**src/rtl/rtc_pkg.sv**
```systemverilog
// Shared definitions for the RTC transaction sequencer: register map defaults,
// FSM encoding and write-group identifiers.
package rtc_pkg;

   localparam logic [7:0] DEF_A_SEG   = 8'h21;
   localparam logic [7:0] DEF_A_CRONO = 8'h41;
   localparam logic [7:0] OFF_FECHA   = 8'd3;
   localparam logic [3:0] N_SEG_REGS  = 4'd6;
   localparam logic [3:0] ULT_IDX     = 4'd8;
   localparam logic [1:0] ULT_PASO    = 2'd2;

   typedef enum logic [1:0] {
      S_IDLE  = 2'd0,
      S_ISSUE = 2'd1,
      S_WAIT  = 2'd2,
      S_GAP   = 2'd3
   } estado_t;

   typedef enum logic [1:0] {
      G_HORA  = 2'd0,
      G_FECHA = 2'd1,
      G_CRONO = 2'd2
   } grupo_t;

   // Burst order is low byte first: ss,mm,hh / dd,mm,aa.
   function automatic logic [7:0] byte_sel(input logic [23:0] w, input logic [1:0] paso);
      case (paso)
         2'd0:    return w[7:0];
         2'd1:    return w[15:8];
         default: return w[23:16];
      endcase
   endfunction

endpackage

```
**src/rtl/rtc_secuenciador_if.sv**
```systemverilog
// Handshake between the sequencer and the Protocolo_rtc bus engine.
interface rtc_secuenciador_if;

   logic       inicio;
   logic [7:0] address;
   logic [7:0] DATA_WRITE;
   logic       IndicadorMaquina;
   logic       busy;
   logic       done;

   modport master (
      output inicio, address, DATA_WRITE, IndicadorMaquina, busy,
      input  done
   );

   modport slave (
      input  inicio, address, DATA_WRITE, IndicadorMaquina, busy,
      output done
   );

endinterface

```
**src/rtl/rtc_temporizador.sv**
```systemverilog
// Shared down-counter for the inter-transaction gap and the done timeout.
module rtc_temporizador #(
   parameter int W = 10
) (
   input  logic         clk,
   input  logic         reset,
   input  logic         load,
   input  logic [W-1:0] load_val,
   input  logic         en,
   output logic         zero
);

   logic [W-1:0] cnt;

   always_ff @(posedge clk) begin
      if (!reset) begin
         cnt <= '0;
      end else if (load) begin
         cnt <= load_val;
      end else if (en && (cnt != '0)) begin
         cnt <= cnt - 1'b1;
      end
   end

   assign zero = (cnt == '0);

endmodule

```
**src/rtl/rtc_secuenciador.sv**
```systemverilog
// Transaction sequencer feeding Protocolo_rtc: continuous read sweep of time,
// date and timer registers, with committed write bursts inserted between reads.
//
// state   | meaning
// --------+------------------------------------------------------------
// S_IDLE  | pick next transaction (active burst > pending write > read)
// S_ISSUE | inicio pulse, transaction fields latched, busy raised
// S_WAIT  | fields held, wait for done or timeout
// S_GAP   | quiet interval before the next decision
module rtc_secuenciador
   import rtc_pkg::*;
#(
   parameter int         GAP_CYC = 16,
   parameter int         TIMEOUT = 512,
   parameter logic [7:0] A_SEG   = DEF_A_SEG,
   parameter logic [7:0] A_CRONO = DEF_A_CRONO
) (
   input  logic                       clk,
   input  logic                       reset,
   input  logic                       camb_hora,
   input  logic                       camb_fecha,
   input  logic                       camb_crono,
   input  logic [23:0]                wr_hora,
   input  logic [23:0]                wr_fecha,
   input  logic [23:0]                wr_crono,
   rtc_secuenciador_if.master         bus,
   output logic                       barrido_fin,
   output logic                       error
);

   localparam int TMAX = (TIMEOUT > GAP_CYC) ? TIMEOUT : GAP_CYC;
   localparam int TW   = $clog2(TMAX + 1);
   localparam logic [TW-1:0] LD_WAIT = TW'(TIMEOUT - 1);
   localparam logic [TW-1:0] LD_GAP  = TW'(GAP_CYC - 1);

   estado_t     estado;
   logic [3:0]  rd_idx;
   logic [2:0]  pend;
   logic [23:0] snap_hora, snap_fecha, snap_crono;
   logic        burst_act;
   grupo_t      burst_grp;
   logic [1:0]  burst_step;

   grupo_t      grp_sel, grp_now;
   logic [1:0]  step_now;
   logic        write_now;
   logic [7:0]  grp_base, wr_addr, wr_data, rd_addr;
   logic [23:0] grp_snap;

   logic          tmr_load, tmr_en, tmr_zero;
   logic [TW-1:0] tmr_val;
   logic          fin_trans;

   always_comb begin
      grp_sel = G_HORA;
      if (pend[0])      grp_sel = G_HORA;
      else if (pend[1]) grp_sel = G_FECHA;
      else if (pend[2]) grp_sel = G_CRONO;

      write_now = burst_act || (pend != 3'b000);
      grp_now   = burst_act ? burst_grp : grp_sel;
      step_now  = burst_act ? burst_step : 2'd0;

      grp_base = A_CRONO;
      grp_snap = snap_crono;
      case (grp_now)
         G_HORA: begin
            grp_base = A_SEG;
            grp_snap = snap_hora;
         end
         G_FECHA: begin
            grp_base = A_SEG + OFF_FECHA;
            grp_snap = snap_fecha;
         end
         default: begin
            grp_base = A_CRONO;
            grp_snap = snap_crono;
         end
      endcase

      wr_addr = grp_base + {6'd0, step_now};
      wr_data = byte_sel(grp_snap, step_now);
      rd_addr = (rd_idx < N_SEG_REGS) ? (A_SEG + {4'd0, rd_idx})
                                      : (A_CRONO + {4'd0, rd_idx - N_SEG_REGS});
   end

   // A transaction ends on done or on timeout; done wins if both coincide.
   assign fin_trans = (estado == S_WAIT) && (bus.done || tmr_zero);
   assign tmr_load  = (estado == S_ISSUE) || fin_trans;
   assign tmr_val   = (estado == S_ISSUE) ? LD_WAIT : LD_GAP;
   assign tmr_en    = (estado == S_WAIT) || (estado == S_GAP);

   rtc_temporizador #(.W(TW)) u_temporizador (
      .clk      (clk),
      .reset    (reset),
      .load     (tmr_load),
      .load_val (tmr_val),
      .en       (tmr_en),
      .zero     (tmr_zero)
   );

   always_ff @(posedge clk) begin
      if (!reset) begin
         estado               <= S_IDLE;
         bus.inicio           <= 1'b0;
         bus.busy             <= 1'b0;
         bus.address          <= 8'h00;
         bus.DATA_WRITE       <= 8'h00;
         bus.IndicadorMaquina <= 1'b0;
         barrido_fin          <= 1'b0;
         error                <= 1'b0;
         rd_idx               <= 4'd0;
         pend                 <= 3'b000;
         snap_hora            <= 24'h0;
         snap_fecha           <= 24'h0;
         snap_crono           <= 24'h0;
         burst_act            <= 1'b0;
         burst_grp            <= G_HORA;
         burst_step           <= 2'd0;
      end else begin
         barrido_fin <= 1'b0;

         case (estado)
            S_IDLE: begin
               estado     <= S_ISSUE;
               bus.inicio <= 1'b1;
               bus.busy   <= 1'b1;
               if (write_now) begin
                  bus.address          <= wr_addr;
                  bus.DATA_WRITE       <= wr_data;
                  bus.IndicadorMaquina <= 1'b1;
                  burst_act            <= 1'b1;
                  burst_grp            <= grp_now;
                  burst_step           <= step_now;
               end else begin
                  bus.address          <= rd_addr;
                  bus.DATA_WRITE       <= 8'h00;
                  bus.IndicadorMaquina <= 1'b0;
               end
            end

            S_ISSUE: begin
               estado     <= S_WAIT;
               bus.inicio <= 1'b0;
            end

            S_WAIT: begin
               if (fin_trans) begin
                  estado   <= S_GAP;
                  bus.busy <= 1'b0;
                  if (!bus.done) error <= 1'b1;
                  if (bus.IndicadorMaquina) begin
                     if (burst_step == ULT_PASO) begin
                        burst_act  <= 1'b0;
                        burst_step <= 2'd0;
                        case (burst_grp)
                           G_HORA:  pend[0] <= 1'b0;
                           G_FECHA: pend[1] <= 1'b0;
                           default: pend[2] <= 1'b0;
                        endcase
                     end else begin
                        burst_step <= burst_step + 2'd1;
                     end
                  end else if (rd_idx == ULT_IDX) begin
                     rd_idx      <= 4'd0;
                     barrido_fin <= 1'b1;
                  end else begin
                     rd_idx <= rd_idx + 4'd1;
                  end
               end
            end

            default: begin
               if (tmr_zero) estado <= S_IDLE;
            end
         endcase

         // Commits come last so a new pulse wins over a same-edge burst clear.
         if (camb_hora) begin
            pend[0]   <= 1'b1;
            snap_hora <= wr_hora;
         end
         if (camb_fecha) begin
            pend[1]    <= 1'b1;
            snap_fecha <= wr_fecha;
         end
         if (camb_crono) begin
            pend[2]    <= 1'b1;
            snap_crono <= wr_crono;
         end
      end
   end

endmodule

```
**src/flat_wrapper.sv**
```systemverilog
// flat-port wrapper written by rule: the top's interface ports become plain ports
module rtc_secuenciador_flat import rtc_pkg::*;
#(
   parameter int         GAP_CYC = 16,
   parameter int         TIMEOUT = 512,
   parameter logic [7:0] A_SEG   = DEF_A_SEG,
   parameter logic [7:0] A_CRONO = DEF_A_CRONO
)
  (clk, reset, camb_hora, camb_fecha, camb_crono, wr_hora, wr_fecha, wr_crono, barrido_fin, error, bus_inicio, bus_address, bus_DATA_WRITE, bus_IndicadorMaquina, bus_busy, bus_done);
  rtc_secuenciador_if bus_i ();
  input  logic clk;
  input  logic reset;
  input  logic camb_hora;
  input  logic camb_fecha;
  input  logic camb_crono;
  input  logic [23:0] wr_hora;
  input  logic [23:0] wr_fecha;
  input  logic [23:0] wr_crono;
  output logic barrido_fin;
  output logic error;
  output wire logic [$bits(bus_i.inicio)-1:0] bus_inicio;
  output wire logic [$bits(bus_i.address)-1:0] bus_address;
  output wire logic [$bits(bus_i.DATA_WRITE)-1:0] bus_DATA_WRITE;
  output wire logic [$bits(bus_i.IndicadorMaquina)-1:0] bus_IndicadorMaquina;
  output wire logic [$bits(bus_i.busy)-1:0] bus_busy;
  input wire logic [$bits(bus_i.done)-1:0] bus_done;
  assign bus_inicio = bus_i.inicio;
  assign bus_address = bus_i.address;
  assign bus_DATA_WRITE = bus_i.DATA_WRITE;
  assign bus_IndicadorMaquina = bus_i.IndicadorMaquina;
  assign bus_busy = bus_i.busy;
  assign bus_i.done = bus_done;
  rtc_secuenciador #(.GAP_CYC(GAP_CYC), .TIMEOUT(TIMEOUT), .A_SEG(A_SEG), .A_CRONO(A_CRONO)) u_core (.clk(clk), .reset(reset), .camb_hora(camb_hora), .camb_fecha(camb_fecha), .camb_crono(camb_crono), .wr_hora(wr_hora), .wr_fecha(wr_fecha), .wr_crono(wr_crono), .bus(bus_i), .barrido_fin(barrido_fin), .error(error));
endmodule
```
**config.mk**
```make
export PLATFORM = sky130hd
export DESIGN_NAME = rtc_secuenciador_flat
export DESIGN_NICKNAME = d
export VERILOG_FILES = /design/src/rtl/rtc_pkg.sv /design/src/rtl/rtc_secuenciador_if.sv /design/src/rtl/rtc_temporizador.sv /design/src/rtl/rtc_secuenciador.sv /design/src/flat_wrapper.sv
export SDC_FILE = /design/constraint.sdc
export NUM_CORES = 1
export LEC_CHECK = 0
export CAP_MARGIN = 20
export CORE_AREA = 4 4 106 108
export CTS_BUF_LIST = sky130_fd_sc_hd__clkbuf_4
export DETAILED_ROUTE_END_ITERATION = 10
export DIE_AREA = 0 0 110 112
export HOLD_SLACK_MARGIN = 0.15
export PLACE_DENSITY = 0.9
export SETUP_SLACK_MARGIN = 0.4
export SYNTH_ARGS = -nofsm -noshare
export SYNTH_HDL_FRONTEND = slang
export SYNTH_SLANG_ARGS = --single-unit
```
**constraint.sdc**
```tcl
create_clock -name clk -period 2.09 [get_ports clk]
set_input_delay 0.3135 -clock clk [delete_from_list [all_inputs] [get_ports clk]]
set_output_delay 0.3135 -clock clk [all_outputs]
set_load 0.02 [all_outputs]
```
==> impl_metrics.yaml <==
route:
  first_pass_iters: 6
  routed_wl_mm: 18.1
  vias: 5564
  drc: 0
  wire_per_inst_um: 19.9
  drt_iter0_markers: 664
  vias_per_cell: 6.11
  ant_nets: 0
synthesis:
  synth_area_sq_um: 5500
  syn_area_per_cell_sq_um: 8.69
  synthArstFlopShare_pct: 0
  yosys_warnings: 0
  synth_edf_count: 0
  yosysUniqueCellTypes: 63
  synth_seq_area_share_pct: 42.2
  synth_seq_cells: 116
  synthesis.nets: 723
  ys.flop_type: "dfxtp_1"
  synth_cells: 633
global_route:
  antenna_found_initial: 0
  grt_overflow: 0
  grt_max_degree: 29
  grt_pass1_vias: 5465
  grt_use_total_pct: 27.0
  grt_pass1_wl_mm: 26.1
cts:
  clk_pin_slew_ps: 120
  cts_root_buf: "clkbuf_4"
  cts_buffers: 17
  clock-sinks: 116
  cts_tree: "yes"
  clock_latency_ps: 550
  postCtsHoldBufs: 0
  cts_htree_levels: 4
  clockBufferDepth: 2
sta:
  tns_ps: 0
  setup_violations: 0
  clock.fmax_mhz: 545
  fin_crit_ps: 1840
  rsz0062_at_grt: "yes"
  maxSlewViolCount: 0
  clock_skew_ps: 18.9
  finalHoldViolations: 0
  fin_crit_sh_pct: 87.9
  whs_ps: 379
  timing.final.ws_setup_ps: 254
placement:
  hpwl_mm: 11.2
  globalplace.congestion: 0.888
  numPortBuffers: 97
  place_area_sq_um: 6670
  dpl_worst_slack_ps: 79.4
floorplanning:
  die_area_sq_um: 12300
  start_util_pct: 53.8
  pin_count: 99
  fp-row-count: 37
  die_w_um: 110
  design.core.area_sq_um: 10200
  die_h_um: 112
setup_path:
  critPathMaxFanout: 11
  rrSetupSlack_ps: 250
  cp-start-kind: "flop"
  path_cells: "inv_2 > ha_4 > buf_4 > or3_1 > a21oi_1 > mux2i_1 > nor2_1"
  timing.rr.end: "u_core.estado[1]"
  rr_worst_depth: 7
  cp.required_ps: 2540
  slowest_delay_ps: 390
  crit_type: "flop to flop"
  worst_setup_path_end_kind: "flop"
  arrival_ps: 2290
  crit_path_top_delay_cell: "dfxtp_2"
  r2r-start: "u_core.estado[0]"
power_and_ir_drop:
  power_uw: 8780
  p_leak_uw: 0.00322
  ir_worst_vdd_uv: 684
  power.density_nw_per_um2: 1150
finish:
  n_antenna_cell: 0
  syn2layout_area_growth_pct: 38.9
  final_nets: 852
  post-route-cell-area_sq_um: 7640
  nFillCells: 645
  drive_gt1_share_pct: 21.8
hold_path:
  min_path_type: "primary input to flop"
  hold_start: "wr_fecha[8]"
  hold_end: "u_core.snap_fecha[8]"
  min_path_cells: 3
flow_run:
  drv_cap: 0
run_status:
  status: "finished clean"
==> cells in the mapped netlist (3+ instances only) <==
| master | number | area [sq um] |
|---|---|---|
| xnor2_1 | 3 | 26.3 |
| o21ai_1 | 6 | 30.0 |
| ha_1 | 12 | 150 |
| mux2i_1 | 83 | 831 |
| o21bai_1 | 3 | 22.5 |
| and2_1 | 4 | 25.0 |
| mux2_2 | 4 | 45.0 |
| xor2_1 | 3 | 26.3 |
| a221oi_1 | 3 | 26.3 |
| nor2b_1 | 7 | 43.8 |
| nand2b_1 | 8 | 50.1 |
| nor3_1 | 9 | 45.0 |
| o21ai_0 | 27 | 135 |
| a21oi_1 | 41 | 205 |
| o22ai_1 | 11 | 68.8 |
| buf_2 | 6 | 30.0 |
| nor4_1 | 3 | 18.8 |
| or3_1 | 6 | 37.5 |
| dfxtp_1 | 116 | 2320 |
| buf_1 | 7 | 26.3 |
| nand3b_1 | 3 | 22.5 |
| or4_1 | 4 | 30.0 |
| clkbuf_1 | 25 | 93.8 |
| nor2_1 | 118 | 443 |
| nand3_1 | 12 | 60.1 |
| a311oi_1 | 3 | 26.3 |
| a32oi_1 | 3 | 26.3 |
| inv_1 | 18 | 67.6 |
| a211oi_1 | 3 | 22.5 |
| nand2_1 | 34 | 128 |
| a31oi_1 | 7 | 43.8 |
==> metal layers <==
layer / vias up / wire length, um / GRT usage (%)
met5: - / 0 / 0
met4: 0 / 951 / 14.4
met3: 100 / 1480 / 6.03
met2: 367 / 8990 / 45.9
met1: 2611 / 6680 / 30.9
li1: 2486 / - / -
==> flip-flops by register name, summed over array words and instances (netlist names) <==
name,count
u_core.bus.busy,1
u_core.bus.IndicadorMaquina,1
u_core.bus.inicio,1
u_core.error,1
u_core.burst_grp,2
u_core.estado,2
u_core.bus.address,7
u_core.bus.DATA_WRITE,8
u_core.rd_idx,4
u_core.u_temporizador.cnt,10
u_core.burst_act,1
u_core.burst_step,2
u_core.snap_crono,24
u_core.pend,3
u_core.barrido_fin,1
u_core.snap_hora,24
u_core.snap_fecha,24
==> worst max path at each step <==
stage,startpoint,to,cells after the start
2_1_floorplan,u_core.u_temporizador.cnt[0],u_core.u_temporizador.cnt[3],7
4_1_cts,u_core.burst_act,u_core.bus.DATA_WRITE[5],5
5_1_grt,u_core.u_temporizador.cnt[0],u_core.rd_idx[2],9
6_report,u_core.estado[0],u_core.estado[1],7
3_5_place_dp,u_core.burst_act,u_core.bus.address[1],6
3_3_place_gp,u_core.burst_act,u_core.bus.address[1],6
==> stage by stage <==
| stage | util, % | cells |
|---|---|---|
| global placement | 65.2 | 847 |
| global route | 74.7 | 911 |
| finish | 74.7 | 911 |
| detailed placement | 65.2 | 847 |
| floorplan | - | 633 |
| CTS | 70.9 | 893 |
==> cells by family (layout without fill, tap and decap cells) <==
family                     Yosys count  in the layout  synth area share (%)
and+or+nand+nor                    221            221                  19.0
buffers and inverters               57            199                  4.09
xor gates and xnor gates             6              6                 0.956
adders and majority gates           12             12                  2.73
other                                1              1                0.0682
DFF                                116            116                  42.2
AOI/OAI and AO/OA                  133            133                  15.0
muxes                               87             87                  15.9
==> power by group <==
group | internal [uW] | total (uW) | leakage [uW] | switching [uW]
sequential | 2580 | 3050 | 0.000963 | 463
combinational | 1740 | 3700 | 0.00207 | 1950
clock | 1080 | 2030 | 0.000182 | 953
==> worst max-delay path: cells and delay by family, from the launching register on <==
family,cells,cell delay [ps]
simple gates,2,440
flops,1,390
buf+inv,2,260
mux,1,260
fa+ha+maj,1,190
compound gates,1,190
==> what timing repair did <==
| item | CTS | global route |
|---|---|---|
| buffers inserted | 14 | 18 |
| gates resized for setup | 67 | 52 |
| pin swaps | 12 | 21 |
| endpoints found under the setup margin | 57 | 37 |
==> final cells by class <==
| class | instances | area [sq um] | share of cell area, % |
|---|---|---|---|
| clock buffer | 17 | 128 | 1.67 |
| multi-input combinational | 460 | 3310 | 43.3 |
| sequential | 116 | 2350 | 30.8 |
| inverter | 18 | 67.6 | 0.885 |
| timing repair buffer | 149 | 1380 | 18.1 |
| tap | 136 | 170 | 2.23 |
| clock inverter | 15 | 231 | 3.03 |
==> cell usage in the layout, fill, tap and decap left out, drive strengths merged, types with 4 or more instances in the layout <==
| master | n |
|---|---|
| a21oi | 42 |
| o22ai | 11 |
| nand2 | 34 |
| ha | 12 |
| nor2b | 7 |
| a31oi | 7 |
| and2 | 4 |
| o21ai | 34 |
| a21boi | 4 |
| nor3 | 9 |
| bufinv | 5 |
| dfxtp | 116 |
| nand2b | 8 |
| clkbuf | 17 |
| buf | 52 |
| nor2 | 118 |
| nor4 | 5 |
| clkdlybuf4s50 | 77 |
| nand3 | 12 |
| clkinv | 7 |
| mux2i | 83 |
| dlygate4sd2 | 19 |
| inv | 19 |
| mux2 | 4 |
| or4 | 4 |
| or3 | 6 |
(Power assumes the default switching activity.)
